[src/rtl/mem_responder_pkg.sv]
// Shared types and constants for the mem_responder memory slave.
package mem_responder_pkg;

  localparam int MEM_ADDR_W = 5;
  localparam int MEM_DATA_W = 8;

  typedef enum logic [2:0] {
    M_IDLE  = 3'd0,
    M_READ  = 3'd1,
    M_WRITE = 3'd2,
    M_LOAD  = 3'd3,
    M_ERR   = 3'd4
  } mem_state_t;

endpackage

[src/rtl/mem_array.sv]
// Single-write-port storage with a registered, write-first read port.
module mem_array
  import mem_responder_pkg::*;
#(
  parameter int ADDR_WIDTH = MEM_ADDR_W,
  parameter int DATA_WIDTH = MEM_DATA_W
) (
  input  logic                  clk,
  input  logic                  rst,
  input  logic                  we,
  input  logic [ADDR_WIDTH-1:0] waddr,
  input  logic [DATA_WIDTH-1:0] wdata,
  input  logic                  re,
  input  logic [ADDR_WIDTH-1:0] raddr,
  output logic [DATA_WIDTH-1:0] rdata
);

  localparam int DEPTH = 1 << ADDR_WIDTH;

  logic [DATA_WIDTH-1:0] mem [DEPTH];

  // Storage write port.
  // NOTE: the array has no reset so it maps onto RAM; contents survive rst.
  always_ff @(posedge clk) begin
    if (we) begin
      mem[waddr] <= wdata;
    end
  end

  // Read register: cleared by reset, otherwise holds until the next read.
  // NOTE: sequential state uses <= so every flop samples pre-edge values.
  always_ff @(posedge clk) begin
    if (rst) begin
      rdata <= '0;
    end else if (re) begin
      rdata <= (we && (waddr == raddr)) ? wdata : mem[raddr];
    end
  end

endmodule

[src/rtl/mem_responder.sv]
// CPU/host memory responder: strobe-decoding FSM, write-edge detection,
// sticky conflict error, and a mem_array for storage.
module mem_responder
  import mem_responder_pkg::*;
#(
  parameter int ADDR_WIDTH = MEM_ADDR_W,
  parameter int DATA_WIDTH = MEM_DATA_W
) (
  input  logic                  clk,
  input  logic                  rst,
  input  logic [ADDR_WIDTH-1:0] addr,
  input  logic [DATA_WIDTH-1:0] data_in,
  input  logic                  mem_rd,
  input  logic                  mem_wr,
  input  logic                  ld_en,
  input  logic [ADDR_WIDTH-1:0] ld_addr,
  input  logic [DATA_WIDTH-1:0] ld_data,
  output logic [DATA_WIDTH-1:0] data_out,
  output logic                  data_valid,
  output logic                  wr_done,
  output logic                  err
);

  mem_state_t state;
  mem_state_t state_next;

  logic       prev_wr;
  logic [1:0] strobe_cnt;
  logic       conflict;
  logic       do_read;
  logic       do_commit;
  logic       do_load;

  assign strobe_cnt = {1'b0, mem_rd} + {1'b0, mem_wr} + {1'b0, ld_en};
  assign conflict   = (strobe_cnt > 2'd1);

  // State register.
  always_ff @(posedge clk) begin
    if (rst) begin
      state <= M_IDLE;
    end else begin
      state <= state_next;
    end
  end

  // Next-state decode: M_ERR is absorbing; otherwise the strobe selects.
  // NOTE: defaulting every always_comb output first prevents inferred latches.
  always_comb begin
    state_next = state;
    if (state != M_ERR) begin
      if (conflict)    state_next = M_ERR;
      else if (mem_rd) state_next = M_READ;
      else if (mem_wr) state_next = M_WRITE;
      else if (ld_en)  state_next = M_LOAD;
      else             state_next = M_IDLE;
    end
  end

  // Action decode: nothing happens in M_ERR, on a conflict, or under reset.
  always_comb begin
    do_read   = 1'b0;
    do_commit = 1'b0;
    do_load   = 1'b0;
    err       = (state == M_ERR);
    if ((state != M_ERR) && !conflict && !rst) begin
      do_read   = mem_rd;
      do_commit = mem_wr && !prev_wr;
      do_load   = ld_en;
    end
  end

  // Registered handshakes and the write-edge history.
  always_ff @(posedge clk) begin
    if (rst) begin
      data_valid <= 1'b0;
      wr_done    <= 1'b0;
      prev_wr    <= 1'b0;
    end else begin
      data_valid <= do_read;
      wr_done    <= do_commit;
      prev_wr    <= mem_wr;
    end
  end

  mem_array #(
    .ADDR_WIDTH (ADDR_WIDTH),
    .DATA_WIDTH (DATA_WIDTH)
  ) u_mem_array (
    .clk   (clk),
    .rst   (rst),
    .we    (do_commit || do_load),
    .waddr (do_load ? ld_addr : addr),
    .wdata (do_load ? ld_data : data_in),
    .re    (do_read),
    .raddr (addr),
    .rdata (data_out)
  );

endmodule

[config.mk]
export PLATFORM = sky130hd
export DESIGN_NAME = mem_responder
export DESIGN_NICKNAME = d
export VERILOG_FILES = /design/src/rtl/mem_responder_pkg.sv /design/src/rtl/mem_array.sv /design/src/rtl/mem_responder.sv
export SDC_FILE = /design/constraint.sdc
export NUM_CORES = 1
export LEC_CHECK = 0
export CORE_MARGIN = 8
export CORE_UTILIZATION = 50
export CTS_CLUSTER_DIAMETER = 40
export DETAILED_ROUTE_END_ITERATION = 10
export PLACE_DENSITY = 0.67
export REMOVE_ABC_BUFFERS = 1
export SETUP_SLACK_MARGIN = 0.15
export SYNTH_ARGS = -nofsm -noshare
export SYNTH_HDL_FRONTEND = slang
export SYNTH_SLANG_ARGS = --single-unit
export TNS_END_PERCENT = 30
[constraint.sdc]
create_clock -name clk -period 8.2 [get_ports clk]
set_clock_uncertainty 0.05 [all_clocks]
set_input_delay 1.64 -clock clk [delete_from_list [all_inputs] [get_ports clk]]
set_output_delay 1.64 -clock clk [all_outputs]
set_load 0.005 [all_outputs]
==> results.ini, run 1 <==
[drt]
ant_nets = 0
drtIter0Drc = 725
post-route-drc-count = 0
routedWlPerCell_um = 27.6
via_per_inst = 6.32
vias = 5912
firstDrtPassIters = 6
wirelength_mm = 25.8

[sta]
setup_viol = 0
rsz0062_at_grt = no
max_freq_mhz = 197
fin_crit_ns = 5.08
final_max_slew_viol_count = 0
tightest_slew_ns = 1.14
relSlewSlack = 0.233
period_share = 0.620
timing.final.hold_violations = 0
setup_tns_ns = 0

[min_path]
min-delay-start = u_mem_array.rdata[0]$_SDFFE_PP0P_
whs_endpoint = u_mem_array.rdata[0]$_SDFFE_PP0P_
hp-class = register to register
hold_depth = 2

[grt]
antenna_found_initial = 0
track_usage = 0.195
grt_pass1_vias = 6071
grt_pass1_wl_mm = 39.0
overflow = 0
grt_max_degree = 48

[run]
cap_viol_max_count = 0

[setup_path]
r2r_end = u_mem_array.mem[28][0]$_DFFE_PP_
crit_type = input port to register
arrival_ns = 5.19
cpMaxStageDelayCell = nor3_1
crit_required_ns = 8.31
regToRegSetupSlack_ns = 4.68
reg2regPathDepth = 5
crit_path_max_fanout = 20
crit_path_cell_trace = clkdlybuf4s50_1 > ha_1 > a21oi_4 > nand3_2 > mux2_4 > or2_0 > nor3_1
crit_buf_inv = 1
cp_top_family = simple AND/OR/NAND/NOR gates
cp-start-kind = input port
end_kind = register
cpPeakStageDelay_ns = 1.04
r2r-start = state[0]$_SDFFE_PP0N_

[clocking]
cts.sinks = 270
clock_latency_ns = 0.54
post_cts_resized = 0
cts_setup_buffers = 0
clock_tree.root_cell = clkbuf_16
clock_path_buffers = 3
numCtsBuffers = 30
cts_tree = yes
h-tree-depth = 1
cts_hold_buf = 0
clkTransAtPathRegs_ns = 0.06

[floorplanning]
dieArea_um2 = 26900
die_x_um = 164
rows = 54
pin_count = 42
core_region_area_um2 = 21700
die_h_um = 164
start_util = 0.505

[final_layout]
areaGrowthSynthToFinish_pct = 14.3
multi_input_area_um2 = 2740
fin_cells = 936
antenna_cells = 0
fin_nets = 664
final_layout_size_suffix_gt1_frac = 0.212
final.fill_count = 1583
post-route-cell-area_um2 = 12500
seqCellArea_um2 = 7970
final_util = 0.577

[logic_synthesis]
netlist_area_um2 = 11000
synth_seq_area_share = 0.728
ys_ff_latch = 270
synth.top_cell.area_share = 0.702
synth-async-reset-ratio = 0
yosysUniqueCellTypes = 60
synth_area_leaders = edfxtp_1 (70%), mux4_2 (9.7%), dfxtp_1 (2.6%)
synth_ff_type = edfxtp_1
syn-instance-count = 585
ys.warnings.count = 0
synth_edf_count = 256
synth.avg_cell_area_um2 = 18.7
yosysTopAreaCell = edfxtp_1

[power_and_ir_drop]
vdd_ir_drop_max_v = 0.000180
p_leak_nw = 3.94
power_density_nw_per_um2 = 244

[run_status]
status = completed

[place]
hpwl_mm = 16.3
gp_congestion = 0.905
dp_cells = 880
dpl_cell_area_um2 = 11500
port_buffers = 41

-- report_power, final --
group / switching, W / leakage (nW) / internal [W]
Clock: 0.000550 / 0.478 / 0.000768
Sequential: 0.00000603 / 2.42 / 0.00153
Combinational: 0.000131 / 1.04 / 0.0000729
Total: 0.000686 / 3.94 / 0.00237
-- sequential cells by signal (all words and copies together) (netlist names) --
signal and cells:
u_mem_array.mem 256, u_mem_array.rdata 8, wr_done 1, data_valid 1
prev_wr 1, state 3
-- metrics by stage --
step           total power [W]  setup slack [ns]  hold slack, ns
2_1_floorplan          0.00166              3.88           0.443
3_3_place_gp           0.00177              2.85           0.464
3_5_place_dp           0.00177              2.68           0.480
4_1_cts                0.00307              3.23           0.494
5_1_grt                0.00314              2.97           0.514
6_report               0.00306              3.12           0.495
-- placed cells by master, fill, tap and decap left out, drive strengths merged, types with 2 or more instances in the layout --
master,instances
edfxtp,256
nor3,40
or3b,2
a31oi,4
o21a,2
mux2,24
clkbuf,37
a21oi,12
a41oi,3
nand2b,3
mux4,47
nor2,18
a32oi,2
nand2,16
o221ai,2
a211oi,13
nor4,3
o2111ai,3
nor2b,10
o22ai,4
nand3,4
a22o,4
o22a,2
o211ai,7
mux2i,23
dfxtp,14
o21ai,11
nor3b,2
buf,9
inv,11
clkinv,11
clkinvlp,2
a221oi,4
bufinv,2
clkdlybuf4s50,38
-- Yosys cell counts (3+ instances only) --
library cell and count:
a211oi_1 12, a21oi_1 9, a221oi_1 4, a22o_1 4, a41oi_1 3, buf_2 13, buf_4 3, buf_6 8
clkbuf_1 6, dfxtp_1 14, edfxtp_1 256, inv_1 4, mux2_1 8, mux2_2 14, mux2i_1 22, mux4_2 47
nand2_1 16, nand2b_1 3, nand3_1 3, nor2_1 18, nor2b_1 9, nor3_1 31, nor3_2 9, nor4_1 3
o2111ai_1 3, o211ai_1 7, o21ai_0 8, o21ai_1 3, o22ai_1 4
-- tightest hold or removal path: cells and delay by family (launching register included) --
| family | cells | cell delay [ns] |
|---|---|---|
| compound gates | 2 | 0.17 |
| flops | 1 | 0.32 |
-- final cells by class --
class / count / area share
multi-input combinational: 276 / 0.219
clock buffer: 37 / 0.0638
tap: 280 / 0.0280
clock inverter: 19 / 0.0152
timing repair buffer: 47 / 0.0354
sequential: 270 / 0.637
inverter: 7 / 0.00210
-- cells by family after synthesis --
logic type / after synthesis / synth area share
AOI/OAI and AO/OA: 76 / 0.0516
buffers and inverters: 39 / 0.0224
DFF: 270 / 0.728
adders and majority gates: 1 / 0.00114
and+or+nand+nor: 105 / 0.0539
muxes: 94 / 0.143
-- worst max-delay path by stage --
stage	startpoint	end	depth (start not counted)
detailed placement	ld_en	u_mem_array.mem[28][2]$_DFFE_PP_	7
floorplan	mem_rd	u_mem_array.mem[0][0]$_DFFE_PP_	6
global placement	mem_rd	u_mem_array.mem[4][7]$_DFFE_PP_	7
finish	mem_rd	u_mem_array.mem[28][0]$_DFFE_PP_	7
CTS	ld_en	u_mem_array.mem[28][0]$_DFFE_PP_	7
global route	mem_rd	u_mem_array.mem[24][1]$_DFFE_PP_	7
-- layer usage --
layer  vias up  wire, um  share of wire  global-route usage
li1       2512         -              -                   -
met1      3035     10500           0.41               0.269
met2       310     12300           0.48               0.308
met3        55      2180          0.085              0.0368
met4         0       813          0.032              0.0698
met5         -         0              0                   0
No activity file was read; power rests on OpenSTA's default activity.
==> inputs of run 2 (changes only) <==
clock period = 4.8 ns   (was 8.2 ns; I/O delays follow)
==> run 2 against run 1 <==
  * Die area is the same
  * Worst setup slack got worse by 2.1 ns
  * Clock power is 89% higher
  * Sequential cell count did not move
  * Total power increased by 79%
  * Sequential share of layout area decreased by 1.6 points
  * Critical path type unchanged
  * Critical endpoint is now u_mem_array.mem[4][5]$_DFFE_PP_
==> results.ini, run 2 (synthesis gave the netlist of run 1 again) <==
[grt]
grt_pass1_vias = 6110
top_usage_layer = met2
track_usage = 0.192
grtUsageMet3 = 0.0489
antenna_found_initial = 0
met1_usage = 0.252
met2_usage = 0.309
grt_pass1_wl_mm = 38.1
overflow = 0
grt_max_degree = 81

[final_layout]
top_regs = u_mem_array.mem (256), u_mem_array.rdata (8), state (3)
largest_register = u_mem_array.mem
final_layout_size_suffix_gt1_frac = 0.241
areaGrowthSynthToFinish_pct = 17.1
fin_cells = 964
final_util = 0.592
largest_reg_flops = 256
antenna_cells = 0
layout_common_cells = edfxtp_1 (256), mux4_2 (47), clkdlybuf4s50_1 (38)
post-route-cell-area_um2 = 12800
fin_nets = 690
final_common_cell = edfxtp_1

[clocking]
h-tree-depth = 2
clock_tree.root_cell = clkbuf_16
cts_hold_buf = 0
clock_path_buffers = 3
numCtsBuffers = 35
cts_setup_buffers = 0
clkTransAtPathRegs_ns = 0.05
cts_tree = yes
cts.sinks = 270
clock_latency_ns = 0.50
post_cts_resized = 0

[sta]
rsz0062_at_grt = no
fin_crit_ns = 3.75
timing.final.hold_violations = 0
max_freq_mhz = 267
setup_viol = 0
tightest_slew_ns = 1.21
relSlewSlack = 0.189
final_max_slew_viol_count = 0
setup_tns_ns = 0
period_share = 0.781

[drt]
wirelength_mm = 25.3
post-route-drc-count = 0
firstDrtPassIters = 7
routedWlPerCell_um = 26.3
via_per_inst = 6.11
vias = 5891
drtIter0Drc = 543
ant_nets = 0

[setup_path]
end_kind = register
reg2regPathDepth = 5
regToRegSetupSlack_ns = 1.81
r2r-start = state[0]$_SDFFE_PP0N_
cp-start-kind = input port
crit_type = input port to register
crit_path_max_fanout = 8
arrival_ns = 3.80
r2r_end = u_mem_array.mem[4][5]$_DFFE_PP_
crit_required_ns = 4.86

[floorplanning]
pin_count = 42
dieArea_um2 = 26900
start_util = 0.505
die_x_um = 164
rows = 54
die_h_um = 164
core_region_area_um2 = 21700

[power_and_ir_drop]
vdd_ir_drop_max_v = 0.000299
p_leak_nw = 4.13
power_density_nw_per_um2 = 426

[place]
dp_cells = 901
port_buffers = 41
hpwl_mm = 16.4
dpl_cell_area_um2 = 11700
gp_congestion = 0.944

[run_status]
status = completed

[min_path]
hold_depth = 2
min-delay-start = u_mem_array.rdata[7]$_SDFFE_PP0P_
hp-class = register to register
whs_endpoint = u_mem_array.rdata[7]$_SDFFE_PP0P_

[run]
cap_viol_max_count = 0

run 2: worst max path at each step:
stage / start / endpoint / slack [ns] / cells after the start
final: mem_rd / u_mem_array.mem[4][5]$_DFFE_PP_ / 1.05 / 7
after global routing: mem_rd / u_mem_array.mem[12][5]$_DFFE_PP_ / 0.85 / 7
after CTS: mem_rd / u_mem_array.mem[12][0]$_DFFE_PP_ / 1.05 / 7
after detailed placement: mem_rd / u_mem_array.mem[12][2]$_DFFE_PP_ / 0.52 / 7
after global placement: mem_rd / u_mem_array.mem[12][5]$_DFFE_PP_ / 0.58 / 7
after floorplan: mem_rd / u_mem_array.mem[0][0]$_DFFE_PP_ / 1.16 / 6
run 2: critical path, stage by stage:
cell	delay [ns]
clkdlybuf4s50_1	0.46
ha_1	0.35
a21oi_4	0.17
nand3_2	0.11
mux2_4	0.33
or2_0	0.45
nor3_1	0.96
run 2: where the power goes:
group          switching [W]  internal (W)  total, W  leakage [nW]
clock network       0.000967       0.00153   0.00250         0.549
logic               0.000215      0.000128  0.000343          1.16
registers          0.0000115       0.00262   0.00263          2.42
total                0.00119       0.00428   0.00547          4.13
run 2: routing by layer:
| layer | up-vias | share of wire | wire (um) |
|---|---|---|---|
| met5 | - | 0 | 0 |
| met4 | 0 | 0.032 | 802 |
| met3 | 59 | 0.090 | 2270 |
| met2 | 290 | 0.48 | 12100 |
| met1 | 2982 | 0.40 | 10200 |
| li1 | 2560 | - | - |
run 2: area by class of cell:
cell class                 instances  area, um2
clock buffer                      43        948
clock inverter                    20        185
fill                            1549       8860
inverter                           7       26.3
multi-input combinational        276       2740
sequential                       270       7970
tap                              280        350
timing repair buffer              68        613
run 2: through the flow:
step	setup WS [ns]	hold WS (ns)	total power (W)
detailed placement	0.519	0.481	0.00302
finish	1.05	0.489	0.00547
floorplan	1.16	0.443	0.00284
CTS	1.05	0.484	0.00551
global placement	0.581	0.464	0.00301
global route	0.848	0.518	0.00562
